===== src/rtl/tri_pkg.sv =====
// rtl/tri_pkg.sv - shared types, constants and helpers for tri_host_ctrl
package tri_pkg;

  typedef enum logic [2:0] {IDLE, V1, V2, V3, WAIT_B, RUN} state_t;

  localparam int COORD_W = 3;
  localparam int GRID    = 8;
  localparam int VTX_W   = 18;
  localparam int PIX_W   = 7;

  function automatic logic [2*COORD_W-1:0] pix_idx(input logic [COORD_W-1:0] x,
                                                  input logic [COORD_W-1:0] y);
    return {y, x};
  endfunction

endpackage


===== src/rtl/tri_host_ctrl_if.sv =====
// rtl/tri_host_ctrl_if.sv - command, rasterizer and result signals of tri_host_ctrl
interface tri_host_ctrl_if;
  import tri_pkg::*;

  logic                      cmd_valid;
  logic                      cmd_ready;
  logic [VTX_W-1:0]          cmd_vtx;
  logic                      nt;
  logic [COORD_W-1:0]        xi;
  logic [COORD_W-1:0]        yi;
  logic                      r_busy;
  logic                      r_po;
  logic [COORD_W-1:0]        r_xo;
  logic [COORD_W-1:0]        r_yo;
  logic [GRID*GRID-1:0]      bitmap;
  logic [PIX_W-1:0]          pix_cnt;
  logic                      dup;
  logic                      done;
  logic                      err;

  modport slave (
    input  cmd_valid, cmd_vtx, r_busy, r_po, r_xo, r_yo,
    output cmd_ready, nt, xi, yi, bitmap, pix_cnt, dup, done, err
  );

  modport master (
    output cmd_valid, cmd_vtx, r_busy, r_po, r_xo, r_yo,
    input  cmd_ready, nt, xi, yi, bitmap, pix_cnt, dup, done, err
  );

endinterface


===== src/rtl/tri_bitmap_acc.sv =====
// rtl/tri_bitmap_acc.sv - 8x8 point occupancy map with duplicate flag and saturating count
module tri_bitmap_acc
  import tri_pkg::*;
(
  input  logic                 clk,
  input  logic                 reset,
  input  logic                 clr,
  input  logic                 hit,
  input  logic [COORD_W-1:0]   x,
  input  logic [COORD_W-1:0]   y,
  output logic [GRID*GRID-1:0] bitmap,
  output logic [PIX_W-1:0]     pix_cnt,
  output logic                 dup
);

  localparam logic [PIX_W-1:0] PIX_MAX = PIX_W'(GRID*GRID);

  logic [2*COORD_W-1:0] idx;

  assign idx = pix_idx(x, y);

  always_ff @(posedge clk or posedge reset) begin
    if (reset) begin
      bitmap  <= '0;
      pix_cnt <= '0;
      dup     <= 1'b0;
    end else if (clr) begin
      bitmap  <= '0;
      pix_cnt <= '0;
      dup     <= 1'b0;
    end else if (hit) begin
      bitmap[idx] <= 1'b1;
      if (bitmap[idx])
        dup <= 1'b1;
      if (pix_cnt != PIX_MAX)
        pix_cnt <= pix_cnt + PIX_W'(1);
    end
  end

endmodule


===== src/rtl/tri_host_ctrl.sv =====
// rtl/tri_host_ctrl.sv - serialises a triangle command onto the rasterizer vertex bus
// and collects the resulting point stream, reporting done or a timeout error.
module tri_host_ctrl
  import tri_pkg::*;
#(
  parameter int BUSY_TMO = 4,
  parameter int RUN_TMO  = 255,
  parameter int CW       = 8
) (
  input logic            clk,
  input logic            reset,
  tri_host_ctrl_if.slave bus
);

  state_t                 state;
  logic [4*COORD_W-1:0]   vtx_rest;
  logic [CW-1:0]          cnt;
  logic                   accept;
  logic                   hit;

  assign accept = bus.cmd_valid & bus.cmd_ready;
  assign hit    = (state == RUN) & bus.r_po;

  // cmd_ready is held low for the done/err cycle so a new command lands one cycle later
  always_ff @(posedge clk or posedge reset) begin
    if (reset) begin
      state         <= IDLE;
      bus.cmd_ready <= 1'b1;
      bus.nt        <= 1'b0;
      bus.xi        <= '0;
      bus.yi        <= '0;
      bus.done      <= 1'b0;
      bus.err       <= 1'b0;
      vtx_rest      <= '0;
      cnt           <= '0;
    end else begin
      bus.done <= 1'b0;
      bus.err  <= 1'b0;
      unique case (state)
        IDLE: begin
          bus.cmd_ready <= 1'b1;
          if (accept) begin
            vtx_rest      <= bus.cmd_vtx[4*COORD_W-1:0];
            bus.cmd_ready <= 1'b0;
            bus.nt        <= 1'b1;
            bus.xi        <= bus.cmd_vtx[VTX_W-1 -: COORD_W];
            bus.yi        <= bus.cmd_vtx[VTX_W-COORD_W-1 -: COORD_W];
            state         <= V1;
          end
        end
        V1: begin
          bus.nt <= 1'b0;
          bus.xi <= vtx_rest[4*COORD_W-1 -: COORD_W];
          bus.yi <= vtx_rest[3*COORD_W-1 -: COORD_W];
          state  <= V2;
        end
        V2: begin
          bus.xi <= vtx_rest[2*COORD_W-1 -: COORD_W];
          bus.yi <= vtx_rest[COORD_W-1:0];
          state  <= V3;
        end
        V3: begin
          bus.xi <= '0;
          bus.yi <= '0;
          cnt    <= '0;
          state  <= WAIT_B;
        end
        WAIT_B: begin
          if (bus.r_busy) begin
            cnt   <= '0;
            state <= RUN;
          end else if (cnt == CW'(BUSY_TMO - 1)) begin
            bus.err <= 1'b1;
            state   <= IDLE;
          end else begin
            cnt <= cnt + CW'(1);
          end
        end
        RUN: begin
          if (!bus.r_busy) begin
            bus.done <= 1'b1;
            state    <= IDLE;
          end else if (cnt == CW'(RUN_TMO - 1)) begin
            bus.err <= 1'b1;
            state   <= IDLE;
          end else begin
            cnt <= cnt + CW'(1);
          end
        end
        default: state <= IDLE;
      endcase
    end
  end

  tri_bitmap_acc u_acc (
    .clk     (clk),
    .reset   (reset),
    .clr     (accept),
    .hit     (hit),
    .x       (bus.r_xo),
    .y       (bus.r_yo),
    .bitmap  (bus.bitmap),
    .pix_cnt (bus.pix_cnt),
    .dup     (bus.dup)
  );

endmodule


===== src/flat_wrapper.sv =====
// flat-port wrapper written by rule: the top's interface ports become plain ports
module tri_host_ctrl_flat import tri_pkg::*;
#(
  parameter int BUSY_TMO = 4,
  parameter int RUN_TMO  = 255,
  parameter int CW       = 8
)
  (clk, reset, bus_cmd_valid, bus_cmd_vtx, bus_r_busy, bus_r_po, bus_r_xo, bus_r_yo, bus_cmd_ready, bus_nt, bus_xi, bus_yi, bus_bitmap, bus_pix_cnt, bus_dup, bus_done, bus_err);
  tri_host_ctrl_if bus_i ();
  input logic clk;
  input logic reset;
  input wire logic [$bits(bus_i.cmd_valid)-1:0] bus_cmd_valid;
  input wire logic [$bits(bus_i.cmd_vtx)-1:0] bus_cmd_vtx;
  input wire logic [$bits(bus_i.r_busy)-1:0] bus_r_busy;
  input wire logic [$bits(bus_i.r_po)-1:0] bus_r_po;
  input wire logic [$bits(bus_i.r_xo)-1:0] bus_r_xo;
  input wire logic [$bits(bus_i.r_yo)-1:0] bus_r_yo;
  output wire logic [$bits(bus_i.cmd_ready)-1:0] bus_cmd_ready;
  output wire logic [$bits(bus_i.nt)-1:0] bus_nt;
  output wire logic [$bits(bus_i.xi)-1:0] bus_xi;
  output wire logic [$bits(bus_i.yi)-1:0] bus_yi;
  output wire logic [$bits(bus_i.bitmap)-1:0] bus_bitmap;
  output wire logic [$bits(bus_i.pix_cnt)-1:0] bus_pix_cnt;
  output wire logic [$bits(bus_i.dup)-1:0] bus_dup;
  output wire logic [$bits(bus_i.done)-1:0] bus_done;
  output wire logic [$bits(bus_i.err)-1:0] bus_err;
  assign bus_i.cmd_valid = bus_cmd_valid;
  assign bus_i.cmd_vtx = bus_cmd_vtx;
  assign bus_i.r_busy = bus_r_busy;
  assign bus_i.r_po = bus_r_po;
  assign bus_i.r_xo = bus_r_xo;
  assign bus_i.r_yo = bus_r_yo;
  assign bus_cmd_ready = bus_i.cmd_ready;
  assign bus_nt = bus_i.nt;
  assign bus_xi = bus_i.xi;
  assign bus_yi = bus_i.yi;
  assign bus_bitmap = bus_i.bitmap;
  assign bus_pix_cnt = bus_i.pix_cnt;
  assign bus_dup = bus_i.dup;
  assign bus_done = bus_i.done;
  assign bus_err = bus_i.err;
  tri_host_ctrl #(.BUSY_TMO(BUSY_TMO), .RUN_TMO(RUN_TMO), .CW(CW)) u_core (.clk(clk), .reset(reset), .bus(bus_i));
endmodule

===== config.mk =====
export PLATFORM = sky130hd
export DESIGN_NAME = tri_host_ctrl_flat
export DESIGN_NICKNAME = d
export VERILOG_FILES = /design/src/rtl/tri_pkg.sv /design/src/rtl/tri_host_ctrl_if.sv /design/src/rtl/tri_bitmap_acc.sv /design/src/rtl/tri_host_ctrl.sv /design/src/flat_wrapper.sv
export SDC_FILE = /design/constraint.sdc
export NUM_CORES = 1
export LEC_CHECK = 0
export ABC_AREA = 1
export ABC_CLOCK_PERIOD_IN_PS = 3830
export BUFFER_PORTS_ARGS = -buffer_cell sky130_fd_sc_hd__buf_2
export CORE_MARGIN = 2
export CORE_UTILIZATION = 45
export DETAILED_ROUTE_END_ITERATION = 8
export GPL_ROUTABILITY_DRIVEN = 1
export PLACE_DENSITY_LB_ADDON = 0.1
export SLEW_MARGIN = 10
export SYNTH_ARGS = -nofsm -noshare
export SYNTH_HDL_FRONTEND = slang
export SYNTH_SLANG_ARGS = --single-unit

===== constraint.sdc =====
create_clock -name clk -period 3.83 [get_ports clk]
set_input_delay 0.766 -clock clk [delete_from_list [all_inputs] [get_ports clk]]
set_output_delay 0.766 -clock clk [all_outputs]
set_load 0.05 [all_outputs]

Yosys cells after proc, flatten, opt, wreduce, memory -nomap -nowiden. Index checks and enable logic that the tools add are counted.

Register bits: 105. Input bits: 29.

Add/subtract/negate cells: 2. Eq/ne operators: 14. Reductions and logical operators: 15. Muxes and demuxes: 37. Order comparisons: 2. Bitwise logic cells: 3.

Operators with widths (number): $mux 64 (2); $or 64x64->64 (1); $mux 8 (4); $pmux 3 s4 (2); $pmux 8 s3 (1); $mux 3 (7); $mux 7 (3); $pmux 3 s6 (1); $mux 1 (13); $reduce_and 2->1 (5); $add 8x1->8 const B (1); $eq 8x2->1 const B (1); $eq 8x8->1 const B (1); $reduce_bool 2->1 (4); $add 7x1->7 const B (1); $lt 6x7->1 const B (1); $ne 7x7->1 const B (1); $bmux 1 s6 (1); $demux 1 s6 (1); $eq 3x2->1 const B (2); $eq 3x3->1 const B (2); $ge 6x1->1 const B (1); $ne 3x3->1 const B (2); $ne 2x2->1 const B (2); 11 further kinds (13).

Depth between registers and ports, before layout. Gate-level depths: netlist of run 1.

Depth after elaboration: 7. Mapped depth: 12.

Hierarchy. Synthesis of run 1 repeated with hierarchy kept, for this count alone.

Cell total of the unflattened synthesis: 717. Area, all modules: 5495.3 um^2.

Modules (own cells, without submodules): tri_bitmap_acc (cells an instance 484, instances 1, area each 3709.8 um^2); tri_host_ctrl (cells an instance 233, instances 1, area each 1785.5 um^2).

Worst setup path before layout of run 1. OpenSTA, ideal clock, no wires.

Path type: in2reg. Start: input port bus_r_xo[0]. End: register u_core.u_acc.dup. Arrival: 1.867 ns. Setup time: 0.136 ns. Path slack: 1.827 ns. Stages: 11. Path through: clkbuf_1 buf_1 nand2_1 nand3_1 nand2_1 o21ai_0 nand2_1 nor2_1 nand2_1 nand2_1 a21oi_1.

Word-level cells in the longest chain between the ends: 4.

Ends and longest elaborated chain: start, declared (RTL line flat_wrapper.sv:16) `input wire logic [$bits(bus_i.r_xo)-1:0] bus_r_xo;`; $bmux 1 s6 (RTL line tri_bitmap_acc.sv:33) `if (bitmap[idx])`; $mux 1 (implied by the code) (RTL line tri_bitmap_acc.sv:33); $reduce_bool 2->1 (no source line); $reduce_and 2->1 (no source line); end signal, assigned (RTL line tri_bitmap_acc.sv:26) `dup <= 1'b0;`; end signal, assigned (RTL line tri_bitmap_acc.sv:30) `dup <= 1'b0;`; end signal, assigned (RTL line tri_bitmap_acc.sv:34) `dup <= 1'b1;`; end, declared (RTL line tri_bitmap_acc.sv:13) `output logic dup`.

Every way passes these cells. The select of a mux whose other input is x is not followed. A chain may end at the register's enable or synchronous reset.

Final worst setup path of run 1.
Start: register u_core.state[2]. End: register u_core.cnt[5].

Word-level cells in the longest chain between the ends: 3. Elaborated cells between the ends (all ways): 9.

Ends and longest elaborated chain: start, declared (RTL line tri_host_ctrl.sv:15) `state_t state;`; start signal, assigned (RTL line tri_host_ctrl.sv:27) `state <= IDLE;`; start signal, assigned (RTL line tri_host_ctrl.sv:48) `state <= V1;`; start signal, assigned (RTL line tri_host_ctrl.sv:55) `state <= V2;`; $eq 3x3->1 or $eq 3x2->1 (tied branches) (RTL line tri_host_ctrl.sv:39) `unique case (state)`; $ne 3x3->1 (no source line) (tied with other cells); $reduce_and 4->1 (no source line); end signal, assigned (RTL line tri_host_ctrl.sv:76) `cnt <= cnt + CW'(1);`; end signal, assigned (RTL line tri_host_ctrl.sv:87) `cnt <= cnt + CW'(1);`; end, declared (RTL line tri_host_ctrl.sv:17) `logic [CW-1:0] cnt;`.

Several ways; a longest one is shown, not always the timed one.

==> results of run 1 <==
-- layer usage --
layer	global-route usage, %	share of wire [%]	up-vias
li1	-	-	2426
met1	30.45	44	2332
met2	36.97	48	168
met3	3.803	6.7	22
met4	7.967	2.0	0
met5	0	0	-
-- worst max-delay path, delay by kind of cell, from the launching register on --
family                 cells  cell delay (ns)
AND/OR/NAND/NOR            5             0.99
buffers and inverters      3             0.56
flip-flops                 1             0.54
AO/OA/AOI/OAI              1             0.07
-- power by group through the flow --
stage	sequential, mW	clock, mW	combinational (mW)
2_1_floorplan	1.61	0	0.576
3_3_place_gp	1.38	0	1.06
3_5_place_dp	1.38	0	1.07
4_1_cts	1.36	1.02	1.08
5_1_grt	1.38	1.07	1.19
6_report	1.36	1.00	1.07
-- synth_stat cells (2+ instances only) --
cell type and count:
o22ai_1 3, ha_1 4, nor2_1 33, inv_1 113
o211ai_1 5, o221ai_1 4, nor3_1 10, o21ai_0 41
inv_2 2, dfrtp_1 104, nand4_1 4, o31ai_1 3
a2111oi_0 3, a21oi_1 68, buf_2 5, nand3_1 44
nand2_2 2, clkbuf_1 18, xor2_1 5, nor4_4 2
nand2_1 198, nor3_2 14
-- per-stage QoR --
stage          hold WS [ns]  power (mW)  worst slack, ns  cells
3_5_place_dp         0.4834       2.456            1.439    932
2_1_floorplan        0.4928       2.184           0.3051    695
3_3_place_gp         0.4851       2.437            1.478    932
4_1_cts              0.4706       3.460            1.548    948
6_report             0.4447       3.438            1.553    948
5_1_grt              0.5035       3.640            1.258    948
-- worst min path at each step --
stage             startpoint                      end  slack, ns  cells past startpoint
6_report               reset  u_core.u_acc.pix_cnt[4]       0.44                      2
3_5_place_dp   u_core.bus.nt            u_core.bus.nt       0.48                      2
2_1_floorplan  u_core.cnt[7]            u_core.cnt[7]       0.49                      2
4_1_cts                reset  u_core.u_acc.pix_cnt[3]       0.47                      2
3_3_place_gp   u_core.bus.nt            u_core.bus.nt       0.49                      2
5_1_grt                reset  u_core.u_acc.pix_cnt[5]       0.50                      2
-- registers in the layout, indices dropped and copies added, names as in the netlist, 3 cells and up --
register / cells
u_core.bus.xi: 3
u_core.bus.yi: 3
u_core.cnt: 8
u_core.state: 3
u_core.u_acc.bitmap: 64
u_core.u_acc.pix_cnt: 7
u_core.vtx_rest: 12
-- kinds of logic after synthesis --
kind of cell             synth area share, %
flip-flops                             49.00
adder cells (fa/ha/maj)               0.9329
buffers and inverters                  10.10
XOR/XNOR                              0.9795
AND/OR/NAND/NOR                        26.05
AO/OA/AOI/OAI                          12.94
-- final cells by class --
type | count | area share, %
Clock buffer | 10 | 3.589
Clock inverter | 6 | 1.412
Inverter | 116 | 6.903
Multi-Input combinational cell | 449 | 34.40
Sequential cell | 105 | 41.20
Tap cell | 143 | 2.804
Timing Repair Buffer | 119 | 9.688
-- cell usage in the layout, fill, tap and decap left out, types with 4 or more instances in the layout --
| cell | instances |
|---|---|
| nand2_1 | 198 |
| inv_1 | 111 |
| buf_2 | 110 |
| dfrtp_1 | 104 |
| a21oi_1 | 68 |
| nand3_1 | 44 |
| o21ai_0 | 41 |
| nor2_1 | 33 |
| nor3_2 | 14 |
| nor3_1 | 10 |
| clkbuf_16 | 9 |
| buf_4 | 9 |
| o211ai_1 | 5 |
| xor2_1 | 5 |
| o221ai_1 | 4 |
| nand4_1 | 4 |
| ha_1 | 4 |
==> impl_metrics.toml, run 1 <==
[critical_path]
start_kind = "flip-flop"
critical_path.most_common_cell = "inv_1"
worstPathCellList = "inv_1, nor2_1, inv_1, nand3_1, nand2_1, nor2_1, inv_1, nand2_1, o21ai_0"
worst-r2r-setup-slack_ns = 1.55
timing.critical_path.slowest_stage_cell = "nor2_1"
reg2regPathDepth = 9
worstPathRequired_ns = 4.06
worstSetupPathType = "reg2reg"
worst_path_largest_cell_delay_ns = 0.56
reg2reg_from = "u_core.state[2]"
critPathArrivalTime_ns = 2.51
cp_capture_point = "u_core.cnt[5]"
critPathCaptureType = "flip-flop"
timing.rr.end = "u_core.cnt[5]"
crit_fanout = 13
critical_path.startpoint = "u_core.state[2]"

[yosys]
synthesis.yosys.warnings = 0
synth.largest_area_cell = "dfrtp_1"
synth-main-ff-cell = "dfrtp_1"
synth-edff-count = 0
synth.ff_latch_count = 105
syn-cell-area_sq_mm = 0.005365
synth_cells = 695
synth.distinct_cells = 32
synth_top_area_share_pct = 48.51
synth_async_sr_flop_share_pct = 100.0
synth.top_cells.by_area = "dfrtp_1 (49%), nand2_1 (14%), inv_1 (7.9%), a21oi_1 (6.3%), nand3_1 (4.1%)"
synth-seq-area-share_pct = 49.00
synthesis.nets = 728
post_synth.cell_area_avg_sq_um = 7.720

[route]
vias_per_cell = 5.219
drc = 8
post_drt_wl_per_cell_um = 14.95
postRouteWirelength_mm = 14.18
first_pass_iters = 7
vias_post_dr = 4948
drt.antenna.violating_nets = 0
drt_iter0_markers = 269

[layout]
sequential_cell_area_sq_mm = 0.002629
fill_cells = 1099
design.final.nets = 833
synthToLayoutAreaGrowth_pct = 18.91
post_route_cells_drive_above_1_share_pct = 19.88
combined_area_of_the_multi_input_logic_cells_sq_mm = 0.002195
antenna-diode-count = 0
postLayoutCoreUtil_pct = 55.40
layout.cell_area.non_filler_sq_mm = 0.006380

[power]
p_seq_share_pct = 39.6
power_switching_share_pct = 38.92
power.static_leakage_nw = 3.301
power.density_mw_per_mm2 = 538.8
power.combinational.fraction_pct = 31.1
cell_internal_pwr_mw = 2.100
irDropWorstVdd_v = 0.0004775
clockPowerShare_pct = 29.2
p_sw_mw = 1.338

[placed_design]
dp_hpwl_mm = 9.990
dpl-instance-area_sq_mm = 0.006061
gp_congestion = 0.8730
port_buffers = 110

[clocking]
ctsLongestPathBuffers = 2
clk_root_buffer_cell = "clkbuf_16"
clkSlewWorstSetupHoldPaths_ns = 0.07
post_cts_resized = 0
cts_buffers = 9
tritoncts_clock_tree = "built"
postCtsSetupBuffers = 0
clock_latency_of_the_later_clocked_register_in_the_worst_skew_pair_ns = 0.36
cts_sinks = 105
cts.htree.levels = 3
cts_hold_buf = 0

[floorplanning]
die_height_um = 113.2
std_cell_rows = 39
ios = 111
core_region_area_sq_mm = 0.01152
initial_utilization_pct = 46.59
floorplan.die.width_um = 113.2
dieArea_sq_mm = 0.01281

[sta]
post-route-period-util_pct = 59.45
slew_viol_final = 0
setup_violations = 0
timing.max_slew.rel_slack_pct = 50.78
worst_pin_slew_ns = 0.7356
grt_setup_unrepaired = "false"
clock.fmax_mhz = 439.2
post_layout_min_period_ns = 2.277
fin_worst_skew_ns = 0.009747
hold_viol_final = 0
fin_tns_setup_ns = 0

[min_path]
worstHoldPathType = "in2async"

[global_routing]
initial_antenna_violation_count = 0
grt_usage_pct = 22.58
remaining_overflow_grt = 0
number_of_global_route_vias_before_repair = 4673
grt_start_max_net_pins = 67
grt_pass1_wl_mm = 23.00

[flow_run]
max_cap_viol_count = 0

[run_status]
failed_checks = "design-rule violations"
status = "finished, violations left"
Note: power is estimated with default switching activity, not from simulation.
==> run 2: changes to the inputs <==
- ABC_AREA: 1 -> 0
- ABC_CLOCK_PERIOD_IN_PS: 3830 -> 2400
- clock period: 3.83 -> 2.4 ns (I/O delays scaled with it)
==> run 2 against run 1 <==
  * The run now ends clean
  * Count of clock-buffer cells in the layout rose by 4
  * Maximum frequency increased by 18%
  * Global-route usage is 0.75 points higher
  * Flip-flop and latch count is the same
  * Die area shrank 5.2%
  * Sequential share of layout area grew 1.8 points
  * Final cell count fell by 20%
  * Core utilization rose by 0.54 points
  * Critical path depth shrank 3
  * Cell area fell by 4.1%
  * Sequential power rose by 63%
  * Clock skew about the same
  * Critical path type unchanged
==> impl_metrics.toml, run 2 <==
[critical_path]
start_kind = "flip-flop"
worstPathRequired_ns = 2.67
worst_path_largest_cell_delay_ns = 0.43
path_buf_inv = 0
cp_num_cells = 6
worst-r2r-setup-slack_ns = 0.47
critPathArrivalTime_ns = 2.20
worstPathCellList = "ha_1, nor4b_1, and3_1, a211oi_2, a41oi_1, a31oi_1"
critPathCaptureType = "flip-flop"
crit_fanout = 7
timing.rr.end = "u_core.cnt[5]"
critical-path-top-delay-family = "compound AO/OA/AOI/OAI gates"
reg2reg_from = "u_core.cnt[0]"
timing.critical_path.slowest_stage_cell = "dfrtp_1"
critical_path.startpoint = "u_core.cnt[0]"
worstSetupPathType = "reg2reg"
reg2regPathDepth = 6

[floorplanning]
floorplan.die.width_um = 110.2
core_region_area_sq_mm = 0.01094
die_height_um = 110.2
initial_utilization_pct = 46.41
std_cell_rows = 38
ios = 111
dieArea_sq_mm = 0.01214

[yosys]
synth.distinct_cells = 59
synth_top_area_share_pct = 51.28
synth.most_common_cell = "dfrtp_1"
synth.ff_latch_count = 105
synth_cells = 504
synth.largest_area_cell = "dfrtp_1"
synth.top_cells.by_area = "dfrtp_1 (51%), a21oi_1 (6.4%), nor2_1 (6.2%), mux2_1 (3.8%), mux4_2 (2.7%)"
post_synth.cell_area_avg_sq_um = 10.07
synthesis.nets = 537
synth_async_sr_flop_share_pct = 100.0
synth-seq-area-share_pct = 51.80
synthesis.yosys.warnings = 0
synth-edff-count = 0
synth-main-ff-cell = "dfrtp_1"
synth_commonest_cells = "dfrtp_1 (104), nor2_1 (84), a21oi_1 (65)"
syn-cell-area_sq_mm = 0.005075

[clocking]
cts.htree.levels = 3
clock_latency_of_the_later_clocked_register_in_the_worst_skew_pair_ns = 0.35
cts_buffers = 9
post_cts_resized = 0
cts_sinks = 105
clk_root_buffer_cell = "clkbuf_16"
tritoncts_clock_tree = "built"
postCtsSetupBuffers = 0
cts_hold_buf = 0
clkSlewWorstSetupHoldPaths_ns = 0.06
ctsLongestPathBuffers = 2

[sta]
slew_viol_final = 0
post-route-period-util_pct = 80.30
fin_worst_skew_ns = 0.009546
hold_ws_ns = 0.2429
clock.fmax_mhz = 518.9
fin_tns_setup_ns = 0
post_layout_min_period_ns = 1.927
hold_viol_final = 0
timing.max_slew.rel_slack_pct = 51.69
setup_violations = 0
grt_setup_unrepaired = "false"
worst_pin_slew_ns = 0.7246

[layout]
design.final.nets = 649
post_route_cells_drive_above_1_share_pct = 28.18
largest_register = "u_core.u_acc.bitmap"
layout.cells.most_common_list = "buf_2 (110), dfrtp_1 (104), nor2_1 (84), a21oi_1 (65), nand2_1 (25)"
reg.largest.list = "u_core.u_acc.bitmap: 64 flops, u_core.vtx_rest: 12 flops, u_core.cnt: 8 flops"
final_common_cell = "buf_2"
synthToLayoutAreaGrowth_pct = 20.54
largest_register_ff_count = 64
fill_cells = 1022
antenna-diode-count = 0

[route]
postRouteWirelength_mm = 13.57
drc = 0
first_pass_iters = 4
vias_per_cell = 5.654
drt_iter0_markers = 257
vias_post_dr = 4303
drt.antenna.violating_nets = 0
post_drt_wl_per_cell_um = 17.83

[power]
irDropWorstVdd_v = 0.0007242
power.static_leakage_nw = 3.039
power.density_mw_per_mm2 = 862.0

[global_routing]
remaining_overflow_grt = 0
grt_usage_pct = 23.33
grt_start_max_net_pins = 106
initial_antenna_violation_count = 0
grt-busiest-layer = "met2"
use_met1_pct = 31.74
grt_pass1_wl_mm = 21.49
number_of_global_route_vias_before_repair = 4145
use_met3_pct = 4.997
grt_util_met2_pct = 36.15

[placed_design]
gp_congestion = 0.9172
port_buffers = 110
dp_hpwl_mm = 9.523

[min_path]
worstHoldPathType = "in2async"

[flow_run]
max_cap_viol_count = 0

[run_status]
status = "completed"
[run 2: cell count changes after synthesis, sizes merged, moves of 7 or more]
cell,delta
a31oi,+15
buf,+8
o21ai,-24
and3,+7
nor2,+52
nand3,-37
nor3,-14
nand2,-175
inv,-100
mux2,+19
[run 2: how the worst max path moves through the flow]
| stage | to |
|---|---|
| global route | u_core.cnt[7] |
| floorplan | u_core.vtx_rest[0] |
| CTS | u_core.u_acc.bitmap[3] |
| detailed placement | u_core.u_acc.dup |
| finish | u_core.cnt[5] |
| global placement | u_core.u_acc.dup |
[run 2: area by class of cell]
type                    instances  area (sq um)  area share, %
multi-input cells             350          2230          36.45
clock inverters                 2         12.51         0.2045
well taps                     140         175.2          2.864
inverters                      16         63.81          1.043
clock buffers                  14         264.0          4.316
flip-flops and latches        105          2629          42.97
repair buffers                134         743.2          12.15
[run 2: layer usage]
metal | wire length [um] | up-vias
li1 | - | 2031
met1 | 6034 | 2114
met2 | 6299 | 134
met3 | 931 | 24
met4 | 306 | 0
met5 | 0 | -
[run 2: report_power, final]
| part | leakage, nW | internal (mW) | total (mW) | switching, mW |
|---|---|---|---|---|
| combinational | 1.49 | 0.566 | 1.66 | 1.10 |
| sequential | 1.42 | 2.03 | 2.21 | 0.181 |
| clock | 0.133 | 0.761 | 1.40 | 0.639 |
[run 2: metrics by stage]
step	setup WS, ns	power (mW)	cells	cell area, sq um	utilization (%)
final	0.4728	5.273	761	6117	55.94
after global routing	0.2626	5.570	761	6117	55.94
after CTS	0.4255	5.321	761	6117	55.94
after detailed placement	0.1784	3.917	745	5841	53.41
after global placement	0.2269	3.892	745	5841	53.41
after floorplan	0.3979	3.479	504	5079	-
[run 2: logic make-up (layout without fill, tap and decap cells)]
kind of cell    count (synthesis)  in the layout  share of synthesized area (%)
mux                            31             31                          8.062
fa+ha+maj                       4              4                         0.9862
simple gates                  171            171                          16.96
buf+inv                        49            166                          4.290
xor+xnor                        5              5                         0.8631
compound gates                139            139                          17.04
flops                         105            105                          51.80
[run 2: tightest hold or removal path, delay by kind of cell]
family	cells	cell delay, ns
buf+inv	3	0.56
